[config.mk]
export PLATFORM = sky130hd
export DESIGN_NAME = display_arbiter
export DESIGN_NICKNAME = d
export VERILOG_FILES = /design/src/rtl/display_pkg.sv /design/src/rtl/bcd_to_seg.sv /design/src/rtl/display_arbiter.sv
export SDC_FILE = /design/constraint.sdc
export NUM_CORES = 1
export LEC_CHECK = 0
export ABC_AREA = 1
export CAP_MARGIN = 0
export CORE_UTILIZATION = 45
export CTS_CLUSTER_SIZE = 30
export DETAILED_ROUTE_END_ITERATION = 10
export PLACE_DENSITY = 0.78
export RECOVER_POWER = 25
export SETUP_SLACK_MARGIN = 0.1
export SYNTH_ARGS = -nofsm -noshare
export SYNTH_HDL_FRONTEND = slang
export SYNTH_SLANG_ARGS = --single-unit
[constraint.sdc]
create_clock -name clock -period 1.67 [get_ports clock]
set_input_delay 0.4175 -clock clock [delete_from_list [all_inputs] [get_ports clock]]
set_output_delay 0.4175 -clock clock [all_outputs]
set_load 0.01 [all_outputs]
[src/rtl/display_pkg.sv]
// Shared constants, state encoding and helpers for the display arbiter.
package display_pkg;

    localparam int unsigned BCD_WIDTH = 16;
    localparam int unsigned SEG_WIDTH = 7;

    // Active-low segment patterns {g,f,e,d,c,b,a} for digits 0..9
    localparam logic [SEG_WIDTH-1:0] SEG_DIGIT [0:9] = '{
        7'b1000000, 7'b1111001, 7'b0100100, 7'b0110000, 7'b0011001,
        7'b0010010, 7'b0000010, 7'b1111000, 7'b0000000, 7'b0010000
    };
    localparam logic [SEG_WIDTH-1:0] SEG_DASH  = 7'b0111111;
    localparam logic [SEG_WIDTH-1:0] SEG_BLANK = 7'b1111111;
    localparam logic [SEG_WIDTH-1:0] SEG_ZERO  = 7'b1000000;

    typedef enum logic [1:0] {
        IDLE    = 2'd0,
        CONVERT = 2'd1,
        UPDATE  = 2'd2,
        HOLD    = 2'd3
    } state_t;

    // Panel contents, HEX3 in the most significant slot
    typedef struct packed {
        logic [SEG_WIDTH-1:0] hex3;
        logic [SEG_WIDTH-1:0] hex2;
        logic [SEG_WIDTH-1:0] hex1;
        logic [SEG_WIDTH-1:0] hex0;
    } panel_t;

    // Double-dabble correction: add 3 to every nibble that is 5 or more
    function automatic logic [BCD_WIDTH-1:0] dabble_adjust(input logic [BCD_WIDTH-1:0] bcd);
        logic [BCD_WIDTH-1:0] res;
        res = bcd;
        for (int i = 0; i < 4; i++) begin
            if (res[4*i +: 4] >= 4'd5) begin
                res[4*i +: 4] = res[4*i +: 4] + 4'd3;
            end
        end
        return res;
    endfunction

endpackage

[src/rtl/bcd_to_seg.sv]
// Combinational BCD digit to active-low 7-segment decoder with blanking.
module bcd_to_seg
    import display_pkg::*;
(
    input  logic [3:0]           i_bcd,
    input  logic                 i_blank,
    output logic [SEG_WIDTH-1:0] o_seg_c
);

    // Blank wins; values above 9 cannot be produced and show a dash
    always_comb begin
        o_seg_c = SEG_DASH;
        if (i_blank) begin
            o_seg_c = SEG_BLANK;
        end else if (i_bcd <= 4'd9) begin
            o_seg_c = SEG_DIGIT[i_bcd];
        end
    end

endmodule

[src/rtl/display_arbiter.sv]
// Round-robin sharing of a 4-digit 7-segment panel among N_REQ requesters.
// The winner's 16-bit value is converted to BCD one bit per clock, shown,
// and held for HOLD_CYCLES before the next arbitration.
// Optional build macro: LEADING_BLANK_EN blanks leading zero digits HEX3..HEX1.
module display_arbiter
    import display_pkg::*;
#(
    parameter int unsigned N_REQ       = 2,
    parameter int unsigned HOLD_CYCLES = 50_000_000,
    parameter int unsigned MAX_VAL     = 9999
) (
    input  logic                       clock,
    input  logic                       reset,
    input  logic [N_REQ-1:0]           req,
    input  logic [16*N_REQ-1:0]        valor,
    output logic [N_REQ-1:0]           grant,
    output logic [$clog2(N_REQ)-1:0]   owner,
    output logic                       busy,
    output logic [SEG_WIDTH-1:0]       HEX3,
    output logic [SEG_WIDTH-1:0]       HEX2,
    output logic [SEG_WIDTH-1:0]       HEX1,
    output logic [SEG_WIDTH-1:0]       HEX0
);

    localparam int unsigned OWN_W     = $clog2(N_REQ);
    localparam int unsigned VAL_W     = 16;
    localparam int unsigned BIT_CNT_W = 4;
    localparam int unsigned HOLD_W    = (HOLD_CYCLES > 1) ? $clog2(HOLD_CYCLES) : 1;
    // HOLD lasts HOLD_CYCLES clocks, but never less than one
    localparam int unsigned HOLD_LAST = (HOLD_CYCLES == 0) ? 0 : HOLD_CYCLES - 1;

    state_t                 r_state;
    state_t                 w_next_state;

    logic [VAL_W-1:0]       r_bin;
    logic [BCD_WIDTH-1:0]   r_bcd;
    logic                   r_over;
    logic [BIT_CNT_W-1:0]   r_bit_cnt;
    logic [HOLD_W-1:0]      r_hold_cnt;
    logic [OWN_W-1:0]       r_last;
    logic [OWN_W-1:0]       r_owner;
    logic [N_REQ-1:0]       r_grant;
    logic                   r_busy;
    panel_t                 r_panel;

    logic                   w_found;
    logic [OWN_W-1:0]       w_winner;
    int unsigned            w_idx;
    logic [VAL_W-1:0]       w_cap_val;
    logic [BCD_WIDTH-1:0]   w_bcd_adj;
    logic                   w_capture;
    logic                   w_shift;
    logic                   w_update;
    logic                   w_hold_run;
    logic                   w_conv_done;
    logic                   w_hold_done;
    logic [3:0]             w_blank;
    logic [SEG_WIDTH-1:0]   w_seg [4];

    // Round-robin search: first asserted request after the last owner, wrapping
    always_comb begin
        w_found  = 1'b0;
        w_winner = '0;
        w_idx    = 0;
        for (int unsigned k = 1; k <= N_REQ; k++) begin
            w_idx = 32'(r_last) + k;
            if (w_idx >= N_REQ) begin
                w_idx = w_idx - N_REQ;
            end
            if (!w_found && req[OWN_W'(w_idx)]) begin
                w_found  = 1'b1;
                w_winner = OWN_W'(w_idx);
            end
        end
    end

    // Select the winner's value for capture
    always_comb begin
        w_cap_val = '0;
        for (int unsigned i = 0; i < N_REQ; i++) begin
            if (w_winner == OWN_W'(i)) begin
                w_cap_val = valor[16*i +: 16];
            end
        end
    end

    assign w_bcd_adj   = dabble_adjust(r_bcd);
    assign w_conv_done = (r_bit_cnt == BIT_CNT_W'(15));
    assign w_hold_done = (r_hold_cnt >= HOLD_W'(HOLD_LAST));

    // FSM state register
    always_ff @(posedge clock) begin
        if (reset) begin
            r_state <= IDLE;
        end else begin
            r_state <= w_next_state;
        end
    end

    // FSM next-state logic
    always_comb begin
        w_next_state = r_state;
        case (r_state)
            IDLE:    if (w_found)     w_next_state = CONVERT;
            CONVERT: if (w_conv_done) w_next_state = UPDATE;
            UPDATE:                   w_next_state = HOLD;
            HOLD:    if (w_hold_done) w_next_state = IDLE;
            default:                  w_next_state = IDLE;
        endcase
    end

    // FSM per-state datapath enables
    always_comb begin
        w_capture  = 1'b0;
        w_shift    = 1'b0;
        w_update   = 1'b0;
        w_hold_run = 1'b0;
        case (r_state)
            IDLE:    w_capture  = w_found;
            CONVERT: w_shift    = 1'b1;
            UPDATE:  w_update   = 1'b1;
            HOLD:    w_hold_run = 1'b1;
            default: ;
        endcase
    end

    // Capture, arbitration pointer, grant pulse and double-dabble shifter
    always_ff @(posedge clock) begin
        if (reset) begin
            r_bin     <= '0;
            r_bcd     <= '0;
            r_over    <= 1'b0;
            r_bit_cnt <= '0;
            r_owner   <= '0;
            r_last    <= OWN_W'(N_REQ - 1);
            r_grant   <= '0;
            r_busy    <= 1'b0;
        end else begin
            r_grant <= '0;
            r_busy  <= (w_next_state != IDLE);
            if (w_capture) begin
                r_bin     <= w_cap_val;
                r_bcd     <= '0;
                r_over    <= (w_cap_val > VAL_W'(MAX_VAL));
                r_bit_cnt <= '0;
                r_owner   <= w_winner;
                r_last    <= w_winner;
                r_grant   <= N_REQ'(1) << w_winner;
            end
            if (w_shift) begin
                r_bcd     <= {w_bcd_adj[BCD_WIDTH-2:0], r_bin[VAL_W-1]};
                r_bin     <= {r_bin[VAL_W-2:0], 1'b0};
                r_bit_cnt <= r_bit_cnt + BIT_CNT_W'(1);
                // A carry out of the thousands digit means the value exceeds 9999
                r_over    <= r_over | w_bcd_adj[BCD_WIDTH-1];
            end
        end
    end

    // Minimum display time counter, cleared outside HOLD
    always_ff @(posedge clock) begin
        if (reset || !w_hold_run) begin
            r_hold_cnt <= '0;
        end else begin
            r_hold_cnt <= r_hold_cnt + HOLD_W'(1);
        end
    end

`ifdef LEADING_BLANK_EN
    // Blank leading zeros down to, but never including, the units digit
    assign w_blank[3] = (r_bcd[15:12] == 4'd0);
    assign w_blank[2] = w_blank[3] && (r_bcd[11:8] == 4'd0);
    assign w_blank[1] = w_blank[2] && (r_bcd[7:4] == 4'd0);
`else
    assign w_blank[3:1] = 3'b000;
`endif
    assign w_blank[0] = 1'b0;

    for (genvar d = 0; d < 4; d++) begin : g_digit
        bcd_to_seg u_seg (
            .i_bcd   (r_bcd[4*d +: 4]),
            .i_blank (w_blank[d]),
            .o_seg_c (w_seg[d])
        );
    end

    // Panel registers load once per conversion, dashes for out-of-range values
    always_ff @(posedge clock) begin
        if (reset) begin
            r_panel <= {SEG_ZERO, SEG_ZERO, SEG_ZERO, SEG_ZERO};
        end else if (w_update) begin
            if (r_over) begin
                r_panel <= {SEG_DASH, SEG_DASH, SEG_DASH, SEG_DASH};
            end else begin
                r_panel <= {w_seg[3], w_seg[2], w_seg[1], w_seg[0]};
            end
        end
    end

    assign grant = r_grant;
    assign owner = r_owner;
    assign busy  = r_busy;
    assign HEX3  = r_panel.hex3;
    assign HEX2  = r_panel.hex2;
    assign HEX1  = r_panel.hex1;
    assign HEX0  = r_panel.hex0;

endmodule
* Word level (Yosys, flattened, before mapping)
Memories as Yosys holds them, arrays and structs flattened. Cells that the tools add are included. Widths: inputs -> output; s select.
Storage, ports and cells: register bits after elaboration 98, bits in read-only memories 448, bits of input ports 36, output and inout port bits 32, word-level logic and storage cells 111, memories 4
Memory list:
- (name not given) | depth 16, bits a word 7, read ports 1, clocked after memory_dff 0, write ports 0, RTL line bcd_to_seg.sv:16 | o_seg_c = SEG_DIGIT[i_bcd];
- (name not given) | depth 16, bits a word 7, read ports 1, clocked after memory_dff 0, write ports 0, RTL line bcd_to_seg.sv:16
- (name not given) | depth 16, bits a word 7, read ports 1, clocked after memory_dff 0, write ports 0, RTL line bcd_to_seg.sv:16
- (name not given) | depth 16, bits a word 7, read ports 1, clocked after memory_dff 0, write ports 0, RTL line bcd_to_seg.sv:16
Cells by class: add/subtract/negate cells 10, order comparisons 18, eq/ne operators 4, shifts and indexed selects 1, mux-type cells 44, bitwise gates (word level) 6, reduce and logical (&&, ||, !) cells 9
Operators with widths (count):
- $mux 7 | 12
- $mux 16 | 5
- $mux 28 | 1
- $add 26x1->26 const B | 1
- $ge 26x26->1 const B | 1
- $mux 4 | 6
- $ge 5x5->1 const B | 4
- $not 4->5 | 4
- $add 4x2->4 const B | 4
- $ge 4x3->1 const B | 4
- $gt 16x14->1 const B | 1
- $le 4x4->1 const B | 4
- $mux 1 | 16
- $pmux 2 s4 | 1
- $mux 2 | 3
- $add 4x1->4 const B | 1
- $eq 2x2->1 const B | 2
- $eq 4x4->1 const B | 1
- $lt 1x2->1 const B | 2
- $reduce_bool 2->1 | 2
- $reduce_or 2->1 | 2
- $add 1x2->3 const B | 1
- $ge 3x2->1 const B | 1
- $add 1x1->2 const B | 1
- 10 further kinds | 12

* Longest topological paths before layout
Gate-level depths: netlist of the first run.
depth in word-level cells 13, depth in mapped cells 10, depth with buffers taken out 10

* By module
Synthesis of the first run repeated with hierarchy kept, for this count alone.
Unflattened totals: cell total of the unflattened synthesis 780, area, all modules 5565.3 um^2
Modules (own cells, without submodules):
- display_arbiter | times used 1, cells each 632, area an instance 4684.5 um^2, sequential area each 1961.9 um^2
- bcd_to_seg | times used 4, cells each 37, area an instance 220.2 um^2, sequential area each 0.0 um^2

* Worst setup path after synthesis of the first run
No wires, ideal clock.
path kind in2reg, from in req[1], to reg r_over, library setup time 120 ps, arrival 1344 ps, required time 1550 ps, path slack 206 ps, cell stages on the path 7, path buffers 2, path through buf_2 > o21ai_2 > nand2_2 > buf_4 > or2_1 > nand3_1 > a21oi_1
Between the ends: cells in the longest elaborated chain, start to end 10, elaborated cells on any way between the ends 16, classes of those cells 1 x order compare; 12 x mux; 3 x reduce/logical
Ends and longest elaborated chain:
- start, declared | RTL line display_arbiter.sv:14 | input logic [N_REQ-1:0] req,
- $mux 1 (implied by the code) (2 in series) | RTL line display_arbiter.sv:70 | if (!w_found && req[OWN_W'(w_idx)]) begin
- $mux 1 | RTL line display_arbiter.sv:70
- $logic_not 1->1 | RTL line display_arbiter.sv:70
- $logic_and 1x1->1 | RTL line display_arbiter.sv:70
- $mux 1 | RTL line display_arbiter.sv:70
- $mux 16 | RTL line display_arbiter.sv:81 | if (w_winner == OWN_W'(i)) begin
- $gt 16x14->1 | RTL line display_arbiter.sv:144 | r_over <= (w_cap_val > VAL_W'(MAX_VAL));
- $mux 1 | RTL line display_arbiter.sv:141 | if (w_capture) begin
- $mux 1 | RTL line display_arbiter.sv:150 | if (w_shift) begin
- end signal, assigned | RTL line display_arbiter.sv:144
- end signal, assigned | RTL line display_arbiter.sv:155 | r_over <= r_over | w_bcd_adj[BCD_WIDTH-1];
- end, declared | RTL line display_arbiter.sv:37 | logic r_over;
Parallel ways exist; a longest one is shown, timed or not. The select of a mux whose other input is x is not followed. A chain may end at the register's enable or synchronous reset.

==> impl_summary.txt, run 1 <==
----------------------------------------------------
[Outcome]
  Result of the run ... completed

[STA]
  Count of final setup violators ... 0
  Fin Setup TNS ... 0 ns
  Transition time at the pin with the least slew margin ... between 0.6 and 0.7 ns
  FMAX ... about 0.64 GHz
  Slew Viols, Final ... 0
  Share of the clock period used by the worst path ... between 90% and 100%
  Max_slew headroom ... between 50 and 60%
  Setup clock skew after layout ... roughly 0.012 ns
  Final Worst Setup Slack ... 0.1040 ns
  Final critical delay including setup and external delays ... 1.566 ns
  Number of hold violations in the final report ... 0
  Unrepaired setup endpoints after global routing ... yes

[Synth]
  Post-Syn Area ... ~5200 sq um
  Synthesized-area fraction occupied by ao, oa, aoi and oai cells ... 18.59%
  FF+latch count, synth ... 98
  Unique cell type count in the Yosys netlist ... 37
  Combinational family with the most area after synthesis ... simple AND/OR/NAND/NOR gates
  Share of flip-flops with an asynchronous set or reset ... 0%
  Share of synthesized cell area in full adder, half adder and majority cells ... between 5 and 6%
  Area fraction in and, or, nand and nor cells after synthesis ... between 20% and 30%
  Primary flip-flop cell chosen by synthesis mapping ... sky130_fd_sc_hd__dfxtp_1
  Synth Area in XOR/XNOR ... between 1 and 1.5%
  Sequential element share of the synthesized area ... 38.01%
  Synth Net Count ... 800
  Mux contribution to synthesized area ... less than 1%
  Syn. warnings ... 0
  Post-synth EDFFs ... 0
  Number of standard cells after synthesis ... about 740
  Mean cell area of the mapped netlist ... between 6 and 7 sq um

[Clock network]
  Number of clock sinks ... 98
  Clock latency reported for the late side of the worst-skew pair ... between 0.3 and 0.4 ns
  CTS tree ... done
  Clock buffer count from CTS ... 9
  Maximum number of buffers from clock root to sink ... 2
  CTS HTree Levels ... 3
  Buffer cell driving the clock tree root ... sky130_fd_sc_hd__clkbuf_16
  CTS clk-pin slew, worst paths ... around 0.070 ns
  Number of buffers added to fix hold violations after cts ... 0

[Hold path]
  Tightest Hold Check Type ... flop to flop

[Setup path]
  Startpoint types ... primary input
  Type of the worst setup path ... primary input to flop
  Worst Setup End Kind ... flop
  Critical path arrival ... ~1.8 ns
  Max Fanout on Critical Path ... 29
  Required time of the worst setup path ... 1.89 ns

[Die]
  Starting utilization of the core area ... 46.99%
  Die X-Extent ... between 100 and 150 microns
  Vertical die dimension ... roughly 110 microns
  Boundary pin count ... just under 70
  Row count ... 38
  Die outline area ... approximately 12000 sq um
  Core region area ... 10980 sq um

[Final layout]
  Commonest non-fill, non-tap cells in the layout ... sky130_fd_sc_hd__nand2_1, sky130_fd_sc_hd__inv_1, sky130_fd_sc_hd__dfxtp_1
  Commonest non-fill, non-tap cell in the layout ... sky130_fd_sc_hd__nand2_1
  Final standard cell count with taps included and fillers excluded ... just under 1000
  Area growth, synth to finish ... 26.45%
  Final Instance Area ... roughly 6500 sq um
  Post-layout nets ... just under 900
  Diode insertion count for antenna repair ... 0
  Number of fill cells in the layout ... 1020
  Share of layout cells above drive strength 1 ... approximately an eighth

[Power]
  Leak ... slightly below 3 nW
  Final Power ... ~5.1 mW
  Max rail drop VDD ... between 0.5 and 0.6 mV
  Pwr Density ... between 700 and 800 nW/um^2

[GRT]
  Overall Global Routing Usage ... about 22%
  GRT overflow ... 0
  Vias in the first global route ... around 4500
  Number of antenna violations at the first check in global routing ... 0
  Wire length of the first global-routing pass ... just over 20000 microns
  Pin count of the biggest net entering global routing ... 30

[Routing]
  Overall via count from detail_route ... between 5000 and 6000
  Number of iterations in the first detailed-routing pass ... 5
  Count of routing violations after the opening detailed-route iteration ... between 200 and 250
  Vias/cell ... slightly above 5
  Drt wl/cell ... between 10 and 15 microns
  DRC violations left ... 0
  Number of nets still failing antenna checks after routing ... 0
  Routed wire length ... 12230 microns

[Placed design]
  Number of placed cells counting well taps ... approximately 960
  Area after detailed placement ... roughly 6200 sq um
  Half-perimeter wire length after placement ... around 8900 microns
  Last weighted congestion value of the routability-driven placer ... between 0.8 and 0.9
  Number of input and output port buffers inserted ... 67
  Post-Place Setup Slack ... -0.1781 ns

[Flow run]
  Max-cap violations ... 0

----------------------------------------------------
==> report_power, final <==
group | internal (mW) | leakage, nW | switching, mW
Sequential | 2.41 | 0.800 | 0.0387
Combinational | 0.293 | 1.97 | 0.330
Clock | 1.06 | 0.143 | 1.00
Total | 3.76 | 2.92 | 1.37
==> cell type report <==
| cell class | instances | area (sq um) | share of cell area, % |
|---|---|---|---|
| inverter | 112 | 420.4 | 6.442 |
| multi-input combinational | 509 | 2721 | 41.70 |
| sequential | 98 | 1977 | 30.29 |
| tap | 140 | 175.2 | 2.684 |
| clock inverter | 7 | 72.57 | 1.112 |
| clock buffer | 9 | 225.2 | 3.451 |
| timing repair buffer | 104 | 934.6 | 14.32 |
==> worst paths after layout <==
path                            startpoint                       end  slack [ns]  cells past startpoint
hold reg to reg   r_hold_cnt[0]$_SDFF_PP0_  r_hold_cnt[0]$_SDFF_PP0_        0.43                      1
hold / removal    r_hold_cnt[0]$_SDFF_PP0_  r_hold_cnt[0]$_SDFF_PP0_        0.43                      1
setup reg to reg     r_state[1]$_SDFF_PP0_     r_bcd[8]$_SDFFE_PP0P_        0.14                      7
setup / recovery                     reset      HEX0[6]$_SDFFE_PP1P_        0.10                      4
==> Yosys cell counts, types with 2 or more instances <==
cell | count | area share [%]
sky130_fd_sc_hd__nor2_2 | 4 | 0.48
sky130_fd_sc_hd__nor2_4 | 3 | 0.65
sky130_fd_sc_hd__buf_4 | 4 | 0.58
sky130_fd_sc_hd__a21oi_1 | 60 | 5.8
sky130_fd_sc_hd__mux2i_1 | 3 | 0.58
sky130_fd_sc_hd__dfxtp_1 | 98 | 38
sky130_fd_sc_hd__a22oi_1 | 6 | 0.87
sky130_fd_sc_hd__inv_1 | 107 | 7.8
sky130_fd_sc_hd__nand3b_1 | 4 | 0.58
sky130_fd_sc_hd__o221ai_1 | 4 | 0.68
sky130_fd_sc_hd__o22ai_1 | 7 | 0.85
sky130_fd_sc_hd__nor2_1 | 59 | 4.3
sky130_fd_sc_hd__nor3_1 | 18 | 1.7
sky130_fd_sc_hd__o21ai_0 | 52 | 5.0
sky130_fd_sc_hd__o2111ai_1 | 3 | 0.51
sky130_fd_sc_hd__ha_1 | 22 | 5.3
sky130_fd_sc_hd__a31oi_1 | 6 | 0.73
sky130_fd_sc_hd__nand2_1 | 167 | 12
sky130_fd_sc_hd__a211oi_1 | 2 | 0.29
sky130_fd_sc_hd__buf_2 | 10 | 0.97
sky130_fd_sc_hd__or2_2 | 4 | 0.48
sky130_fd_sc_hd__nand4_1 | 5 | 0.61
sky130_fd_sc_hd__nand3_1 | 38 | 3.7
sky130_fd_sc_hd__inv_2 | 5 | 0.36
sky130_fd_sc_hd__o211ai_1 | 22 | 3.2
sky130_fd_sc_hd__xor2_1 | 5 | 0.85
sky130_fd_sc_hd__clkbuf_1 | 9 | 0.65
sky130_fd_sc_hd__o21a_1 | 3 | 0.44
sky130_fd_sc_hd__nand2_2 | 3 | 0.36
sky130_fd_sc_hd__or2_0 | 2 | 0.24
==> worst max-delay path, stage by stage <==
cell	delay (ns)
sky130_fd_sc_hd__dlygate4sd3_1	0.62
sky130_fd_sc_hd__clkbuf_2	0.42
sky130_fd_sc_hd__a21oi_1	0.22
sky130_fd_sc_hd__o21ai_0	0.10
==> metrics by stage <==
step / utilization (%) / hold WS (ns)
final: 59.42 / 0.4264
after global routing: 59.42 / 0.4521
after CTS: 58.98 / 0.4638
after detailed placement: 56.57 / 0.4547
after global placement: 56.57 / 0.4307
after floorplan: - / 0.4173
==> per-layer routing <==
| metal | vias up | GRT usage [%] | part of all wire, % |
|---|---|---|---|
| li1 | 2611 | - | - |
| met5 | - | 0 | 0 |
| met1 | 2276 | 27.92 | 46 |
| met4 | 0 | 5.695 | 1.2 |
| met2 | 115 | 36.03 | 48 |
| met3 | 12 | 4.662 | 4.1 |
==> kinds of logic (layout without fill, tap and decap cells) <==
family,Yosys count,count (layout)
AOI/OAI and AO/OA,166,166
xor gates and xnor gates,6,6
adders and majority gates,22,22
buffers and inverters,135,232
DFF,98,98
muxes,3,3
and+or+nand+nor,312,312
==> sequential cells by signal (all words and copies together), names as in the netlist <==
name and flops:
HEX0 7, r_hold_cnt 26, HEX3 7, owner 1, r_bcd 16, HEX2 7, grant 2, r_bin 16
r_state 2, r_last 1, busy 1, r_bit_cnt 4, r_over 1, HEX1 7
==> repair_timing <==
item / in CTS / in global routing
pin swaps: 0 / 2
buffers inserted: 0 / 1
resized for setup: 33 / 36
endpoints found under the setup margin: 33 / 44
Note: power is estimated with default switching activity, not from simulation.
==> run 2: changes to the inputs <==
--- a/config.mk
+++ b/config.mk
@@ -7,12 +7,15 @@
 export LEC_CHECK = 0
 export ABC_AREA = 1
 export CAP_MARGIN = 0
-export CORE_UTILIZATION = 45
+export CELL_PAD_IN_SITES_DETAIL_PLACEMENT = 1
+export CELL_PAD_IN_SITES_GLOBAL_PLACEMENT = 1
+export CORE_UTILIZATION = 40
 export CTS_CLUSTER_SIZE = 30
 export DETAILED_ROUTE_END_ITERATION = 10
-export PLACE_DENSITY = 0.78
+export PLACE_DENSITY = 0.92
 export RECOVER_POWER = 25
 export SETUP_SLACK_MARGIN = 0.1
+export SLEW_MARGIN = 20
 export SYNTH_ARGS = -nofsm -noshare
 export SYNTH_HDL_FRONTEND = slang
 export SYNTH_SLANG_ARGS = --single-unit
==> run 2 against run 1 <==
Effect of this change: the flow now finishes with violations (setup timing); final cell count rose by 4.5%; critical path depth rose by 5; core utilization fell by 5.3 points; final area rose by 4.7%; fmax fell by 10%; clock-buffer cell count rose by 3; routed wire length rose by 70%; sequential power barely moved; largest cell class unchanged; highest routed layer unchanged.
==> impl_summary.txt, run 2 (same netlist as run 1, synthesis figures left out) <==
----------------------------------------------------
[Outcome]
  Result of the run ... complete, but fails checks
  Failing checks ... setup timing

[Clock network]
  Clock latency reported for the late side of the worst-skew pair ... 0.37 ns (+0.02 ns)
  CTS clk-pin slew, worst paths ... 0.08 ns (about the same)
  Maximum number of buffers from clock root to sink ... 2 (unchanged)
  CTS HTree Levels ... 3 (unchanged)
  Clock buffer count from CTS ... 9 (unchanged)
  CTS tree ... done
  Buffer cell driving the clock tree root ... sky130_fd_sc_hd__clkbuf_16
  Number of clock sinks ... 98 (unchanged)

[Power]
  Pwr Density ... 777.5 nW/um^2 (-1.1%)
  Leak ... 2.981 nW (+2.2%)
  Final Power ... 5.312 mW (+3.6%)
  Max rail drop VDD ... 0.4178 mV (-28%)

[Placed design]
  Last weighted congestion value of the routability-driven placer ... 0.8838 (-0.39%)
  Area after detailed placement ... 6296 sq um (+1.3%)
  Number of input and output port buffers inserted ... 67 (unchanged)
  Post-Place Setup Slack ... -0.3916 ns (-0.2135 ns)
  Number of placed cells counting well taps ... 998 (+3.7%)
  Half-perimeter wire length after placement ... 11440 microns (+29%)

[Die]
  Starting utilization of the core area ... 40.90% (-6.1 points)
  Core region area ... 12620 sq um (+15%)
  Die outline area ... 13360 sq um (+12%)
  Vertical die dimension ... 115.6 microns (+6.0%)
  Row count ... 41 (+7.9%)
  Die X-Extent ... 115.6 microns (+6.0%)
  Boundary pin count ... 68 (unchanged)

[Routing]
  Routed wire length ... 20770 microns (+70%)
  DRC violations left ... 0 (unchanged)
  Number of nets still failing antenna checks after routing ... 0 (unchanged)
  Overall via count from detail_route ... 5816 (+16%)
  Count of routing violations after the opening detailed-route iteration ... 438 (+83%)
  Number of iterations in the first detailed-routing pass ... 5 (unchanged)
  Drt wl/cell ... 20.30 microns (+63%)
  Vias/cell ... 5.685 (+11%)

[STA]
  Unrepaired setup endpoints after global routing ... yes
  Share of the clock period used by the worst path ... 104.1% (+10 points)
  FMAX ... 0.5750 GHz (-10%)
  Setup clock skew after layout ... 0.01258 ns (+0.0007414 ns)
  Max_slew headroom ... 70.37% (+12 points)
  Final Worst Setup Slack ... -0.06906 ns (-0.1731 ns)
  Count of final setup violators ... 1 (+1)
  Transition time at the pin with the least slew margin ... 0.4445 ns (-0.1742 ns)
  Number of hold violations in the final report ... 0 (unchanged)
  Slew Viols, Final ... 0 (unchanged)
  Minimum hold slack ... 0.4542 ns (+0.02778 ns)
  Final critical delay including setup and external delays ... 1.739 ns (+0.1731 ns)
  Fin Setup TNS ... -0.06906 ns (-0.06906 ns)

[GRT]
  Vias in the first global route ... 5754 (+28%)
  GRT overflow ... 0 (unchanged)
  Routing usage on met1 ... 31.66% (+3.7 points)
  Overall Global Routing Usage ... 27.62% (+6.1 points)
  Global-route track usage on met3 ... 5.178% (+0.52 points)
  Met2 capacity usage during global routing ... 49.10% (+13 points)
  Highest-utilization routing layer at the global route stage ... met2
  Wire length of the first global-routing pass ... 28510 microns (+40%)
  Number of antenna violations at the first check in global routing ... 0 (unchanged)
  Pin count of the biggest net entering global routing ... 36 (+20%)

[Final layout]
  Final standard cell count with taps included and fillers excluded ... 1023 (+4.5%)
  Diode insertion count for antenna repair ... 0 (unchanged)
  Share of layout cells above drive strength 1 ... 16.80% (+5.0 points)
  Commonest non-fill, non-tap cells in the layout ... sky130_fd_sc_hd__nand2_1, sky130_fd_sc_hd__inv_1, sky130_fd_sc_hd__dfxtp_1
  Largest registers ... r_hold_cnt (26), r_bcd (16), r_bin (16)
  Number of flip-flops under the largest register name ... 26 (unchanged)
  Final Instance Area ... 6832 sq um (+4.7%)
  Area growth, synth to finish ... 32.36%
  Register name with the most flops ... r_hold_cnt
  Final standard cell utilization of the core ... 54.13% (-5.3 points)
  Post-layout nets ... 904 (+1.3%)
  Commonest non-fill, non-tap cell in the layout ... sky130_fd_sc_hd__nand2_1

[Setup path]
  Worst Setup End Kind ... flop
  Startpoint types ... flop
  Max Fanout on Critical Path ... 4 (-86%)
  Startpoint of the worst-slack reg-to-reg timing path ... r_bcd[9]$_SDFFE_PP0P_
  Critical path arrival ... 2.01 ns (+0.22 ns)
  RR Endpoint ... r_bcd[9]$_SDFFE_PP0P_
  Setup slack of the most critical reg-to-reg path ... -0.07 ns (-0.21 ns)
  Path depth of the worst reg2reg path ... 9 (+2)
  Required time of the worst setup path ... 1.94 ns (+0.05 ns)
  Type of the worst setup path ... flop to flop

[Hold path]
  Hold EP ... r_hold_cnt[0]$_SDFF_PP0_
  Depth of the worst hold-timing path ... 1 (unchanged)
  Startpoint of the worst hold path ... r_hold_cnt[0]$_SDFF_PP0_
  Tightest Hold Check Type ... flop to flop

[Flow run]
  Max-cap violations ... 0 (unchanged)

----------------------------------------------------
## run 2: cell types whose count changed in the layout (fill, tap and decap cells not counted), moves of 4 or more
cell                      change
sky130_fd_sc_hd__dfxtp_4      +5
sky130_fd_sc_hd__ha_4         +4
sky130_fd_sc_hd__o21ai_2      +4
sky130_fd_sc_hd__o21ai_0      -6
sky130_fd_sc_hd__inv_1        -6
sky130_fd_sc_hd__buf_4       +10
sky130_fd_sc_hd__ha_1         -5
sky130_fd_sc_hd__nand2_1      -5
sky130_fd_sc_hd__nand2_2      +5
sky130_fd_sc_hd__dfxtp_1      -6
## run 2: metal layers
layer | share of wire, % | wire, microns | up-vias
met3 | 5.7 | 1184 | 85
met5 | 0 | 0 | -
met2 | 49 | 10280 | 282
li1 | - | - | 2634
met4 | 5.1 | 1052 | 0
met1 | 40 | 8255 | 2815
## run 2: repair_timing
action	in CTS	in global routing
gates cloned	0	0
resized for setup	45	77
pin swaps	4	9
setup endpoints to repair	73	76
hold buffers	0	0
buffers inserted	3	6
## run 2: area by class of cell
cell class                      instances  area [sq um]
Inverter                              112         430.4
Tap cell                              172         215.2
Fill cell                            1591          5788
Sequential cell                        98          1997
Timing Repair Buffer                  116          1047
Clock buffer                           12         266.5
Clock inverter                          4         25.02
Multi-Input combinational cell        509          2850
## run 2: critical path, cell delays in order (launching register included)
cell	delay, ns
sky130_fd_sc_hd__dfxtp_4	0.39
sky130_fd_sc_hd__inv_6	0.05
sky130_fd_sc_hd__ha_4	0.15
sky130_fd_sc_hd__inv_1	0.09
sky130_fd_sc_hd__nand3_1	0.12
sky130_fd_sc_hd__nand2_1	0.18
sky130_fd_sc_hd__inv_1	0.11
sky130_fd_sc_hd__nand2_1	0.10
sky130_fd_sc_hd__nand3_1	0.17
sky130_fd_sc_hd__a21oi_1	0.26
## run 2: how the worst max path moves through the flow
stage | end | cells after the start | start | slack [ns]
after global placement | r_bin[2]$_SDFFE_PP0P_ | 5 | req[1] | -0.31
final | r_bcd[9]$_SDFFE_PP0P_ | 9 | r_bcd[9]$_SDFFE_PP0P_ | -0.07
after global routing | r_bcd[9]$_SDFFE_PP0P_ | 9 | r_bcd[9]$_SDFFE_PP0P_ | -0.17
after CTS | r_hold_cnt[22]$_SDFF_PP0_ | 8 | r_hold_cnt[0]$_SDFF_PP0_ | 0.11
after floorplan | r_over$_SDFFE_PP0P_ | 7 | req[1] | 0.21
after detailed placement | r_bin[9]$_SDFFE_PP0P_ | 5 | req[1] | -0.39
## run 2: where the power goes
| part | leakage [nW] | internal, mW | switching [mW] |
|---|---|---|---|
| Clock | 0.141 | 1.13 | 0.993 |
| Sequential | 0.805 | 2.40 | 0.0550 |
| Combinational | 2.04 | 0.303 | 0.428 |
| Total | 2.98 | 3.84 | 1.48 |
==> run 3: changes to the inputs <==
--- a/config.mk
+++ b/config.mk
@@ -9,10 +9,10 @@
 export CAP_MARGIN = 0
 export CELL_PAD_IN_SITES_DETAIL_PLACEMENT = 1
 export CELL_PAD_IN_SITES_GLOBAL_PLACEMENT = 1
-export CORE_UTILIZATION = 40
+export CORE_UTILIZATION = 43
 export CTS_CLUSTER_SIZE = 30
 export DETAILED_ROUTE_END_ITERATION = 10
-export PLACE_DENSITY = 0.92
+export PLACE_DENSITY = 0.95
 export RECOVER_POWER = 25
 export SETUP_SLACK_MARGIN = 0.1
 export SLEW_MARGIN = 20
==> constraint.sdc (replaced) <==
create_clock -name clock -period 2.12 [get_ports clock]
set_input_delay 0.53 -clock clock [delete_from_list [all_inputs] [get_ports clock]]
set_output_delay 0.53 -clock clock [all_outputs]
set_load 0.01 [all_outputs]
==> run 3 against run 2 <==
Effect of this change: the flow finishes with violations (DRC); clock skew is 0.0044 ns lower; core utilization is 0.21 points higher; final area down 8.0%; combinational power is 35% lower.
==> impl_summary.txt, run 3 (same netlist as run 1, synthesis figures left out) <==
----------------------------------------------------
[GRT]
  Pin count of the biggest net entering global routing ... 36 (unchanged)
  Overall Global Routing Usage ... 27.00% (-0.62 points)
  Vias in the first global route ... 5650 (-1.8%)
  Number of antenna violations at the first check in global routing ... 0 (unchanged)
  Wire length of the first global-routing pass ... 26980 microns (-5.4%)
  GRT overflow ... 0 (unchanged)

[Setup path]
  Critical path's largest stage delay ... 0.55 ns (+0.16 ns)
  Max Fanout on Critical Path ... 28 (+24)
  Startpoint types ... primary input
  Chain of cells forming the critical path ... clkdlybuf4s50_1 > inv_1 > clkbuf_2 > o21ai_0 > a31oi_1
  Required time of the worst setup path ... 2.39 ns (+0.45 ns)
  Worst Setup End Kind ... flop
  Critical path arrival ... 2.17 ns (+0.16 ns)
  Startpoint of the worst-slack reg-to-reg timing path ... r_state[1]$_SDFF_PP0_
  Cell with the largest stage delay on the worst path ... sky130_fd_sc_hd__clkbuf_2
  Crit path launch ... reset
  Type of the worst setup path ... primary input to flop

[Hold path]
  Tightest Hold Check Type ... flop to flop
  Startpoint of the worst hold path ... r_hold_cnt[0]$_SDFF_PP0_

[Die]
  Row count ... 39 (-4.9%)
  Die X-Extent ... 111.6 microns (-3.5%)
  Die outline area ... 12440 sq um (-6.9%)
  Vertical die dimension ... 111.6 microns (-3.5%)
  Starting utilization of the core area ... 44.63% (+3.7 points)
  Boundary pin count ... 68 (unchanged)
  Core region area ... 11560 sq um (-8.4%)

[Outcome]
  Failing checks ... DRC
  Result of the run ... complete, but fails checks

[STA]
  FMAX ... approximately 0.53 GHz
  Minimum hold slack ... 0.4577 ns (+0.003496 ns)
  Share of the clock period used by the worst path ... between 80% and 90%
  Setup clock skew after layout ... 0.008144 ns (-0.004434 ns)
  Fin Setup TNS ... 0 ns (+0.06906 ns)
  Unrepaired setup endpoints after global routing ... no
  Max_slew headroom ... 59.79% (-11 points)
  Transition time at the pin with the least slew margin ... 0.6032 ns (+0.1587 ns)
  Count of final setup violators ... 0 (-1)
  Final critical delay including setup and external delays ... about 1.9 ns
  Number of hold violations in the final report ... 0 (unchanged)
  Slew Viols, Final ... 0 (unchanged)

[Final layout]
  Final Instance Area ... 6285 sq um (-8.0%)
  Diode insertion count for antenna repair ... 0 (unchanged)
  Final standard cell utilization of the core ... 54.34% (+0.21 points)
  Commonest non-fill, non-tap cells in the layout ... sky130_fd_sc_hd__nand2_1, sky130_fd_sc_hd__inv_1, sky130_fd_sc_hd__dfxtp_1
  Register name with the most flops ... r_hold_cnt
  Area growth, synth to finish ... 21.77%
  Post-layout nets ... 869 (-3.9%)
  Commonest non-fill, non-tap cell in the layout ... sky130_fd_sc_hd__nand2_1
  Largest registers ... r_hold_cnt (26), r_bcd (16), r_bin (16)
  Number of flip-flops under the largest register name ... 26 (unchanged)
  Share of layout cells above drive strength 1 ... 5.882% (-11 points)

[Routing]
  Count of routing violations after the opening detailed-route iteration ... 225 (-49%)
  Number of iterations in the first detailed-routing pass ... 7 (+2)
  Number of nets still failing antenna checks after routing ... 0 (unchanged)
  Drt wl/cell ... 16.73 microns (-18%)
  DRC violations left ... 2 (+2)
  Routed wire length ... 16050 microns (-23%)
  Overall via count from detail_route ... 5227 (-10%)
  Vias/cell ... 5.450 (-4.1%)

[Power]
  Max rail drop VDD ... 0.3153 mV (-25%)
  Leak ... 2.635 nW (-12%)
  Pwr Density ... 629.3 nW/um^2 (-19%)

[Placed design]
  Number of input and output port buffers inserted ... 67 (unchanged)
  Half-perimeter wire length after placement ... 11670 microns (+2.0%)
  Area after detailed placement ... 6052 sq um (-3.9%)
  Last weighted congestion value of the routability-driven placer ... 0.8847 (+0.10%)

[Clock network]
  Maximum number of buffers from clock root to sink ... 2 (unchanged)
  Buffer cell driving the clock tree root ... sky130_fd_sc_hd__clkbuf_16
  Number of setup buffers added after CTS ... 0 (-3)
  Clock latency reported for the late side of the worst-skew pair ... 0.35 ns (-0.02 ns)
  Number of gates resized after cts ... 0 (-100%)
  Clock buffer count from CTS ... 9 (unchanged)
  Number of buffers added to fix hold violations after cts ... 0 (unchanged)
  Number of clock sinks ... 98 (unchanged)
  CTS HTree Levels ... 3 (unchanged)
  CTS tree ... done
  CTS clk-pin slew, worst paths ... 0.07 ns (about the same)

[Flow run]
  Max-cap violations ... 0 (unchanged)

----------------------------------------------------
run 3: per-stage QoR:
step	total power [mW]	cells	worst slack [ns]
after global routing	4.093	959	0.09659
after CTS	3.971	959	0.2553
after global placement	2.413	943	0.1159
after floorplan	2.236	742	0.5434
final	3.955	959	0.2224
after detailed placement	2.440	943	-0.07495
run 3: per-layer routing:
| layer | global-route usage, % | vias to the layer above | share of wire, % |
|---|---|---|---|
| li1 | - | 2568 | - |
| met5 | 0 | - | 0 |
| met1 | 31.49 | 2528 | 43 |
| met3 | 3.430 | 27 | 2.6 |
| met2 | 49.21 | 104 | 52 |
| met4 | 12.34 | 0 | 2.3 |
run 3: worst paths after layout:
kind | depth (start not counted) | endpoint | slack (ns)
setup / recovery | 5 | HEX3[4]$_SDFFE_PP0P_ | 0.22
hold / removal | 1 | r_hold_cnt[0]$_SDFF_PP0_ | 0.46
setup reg to reg | 7 | HEX0[0]$_SDFFE_PP0P_ | 0.25
hold reg to reg | 1 | r_hold_cnt[0]$_SDFF_PP0_ | 0.46
run 3: power by group:
group	leakage (nW)	total [mW]	internal (mW)	switching, mW
combinational	1.71	0.476	0.197	0.279
sequential	0.794	1.93	1.90	0.0341
clock	0.133	1.55	0.825	0.722
total	2.64	3.96	2.92	1.03
run 3: layout make-up:
type,instances,area [sq um]
fill,1478,5280
sequential,98,1962
tap,143,178.9
timing repair buffer,81,795.8
multi-input combinational,509,2663
inverter,112,420.4
clock inverter,3,15.01
clock buffer,13,250.2
run 3: worst max-delay path: cells and delay by family:
kind	cells	cell delay, ns
AOI/OAI and AO/OA	2	0.38
buffers and inverters	3	1.24
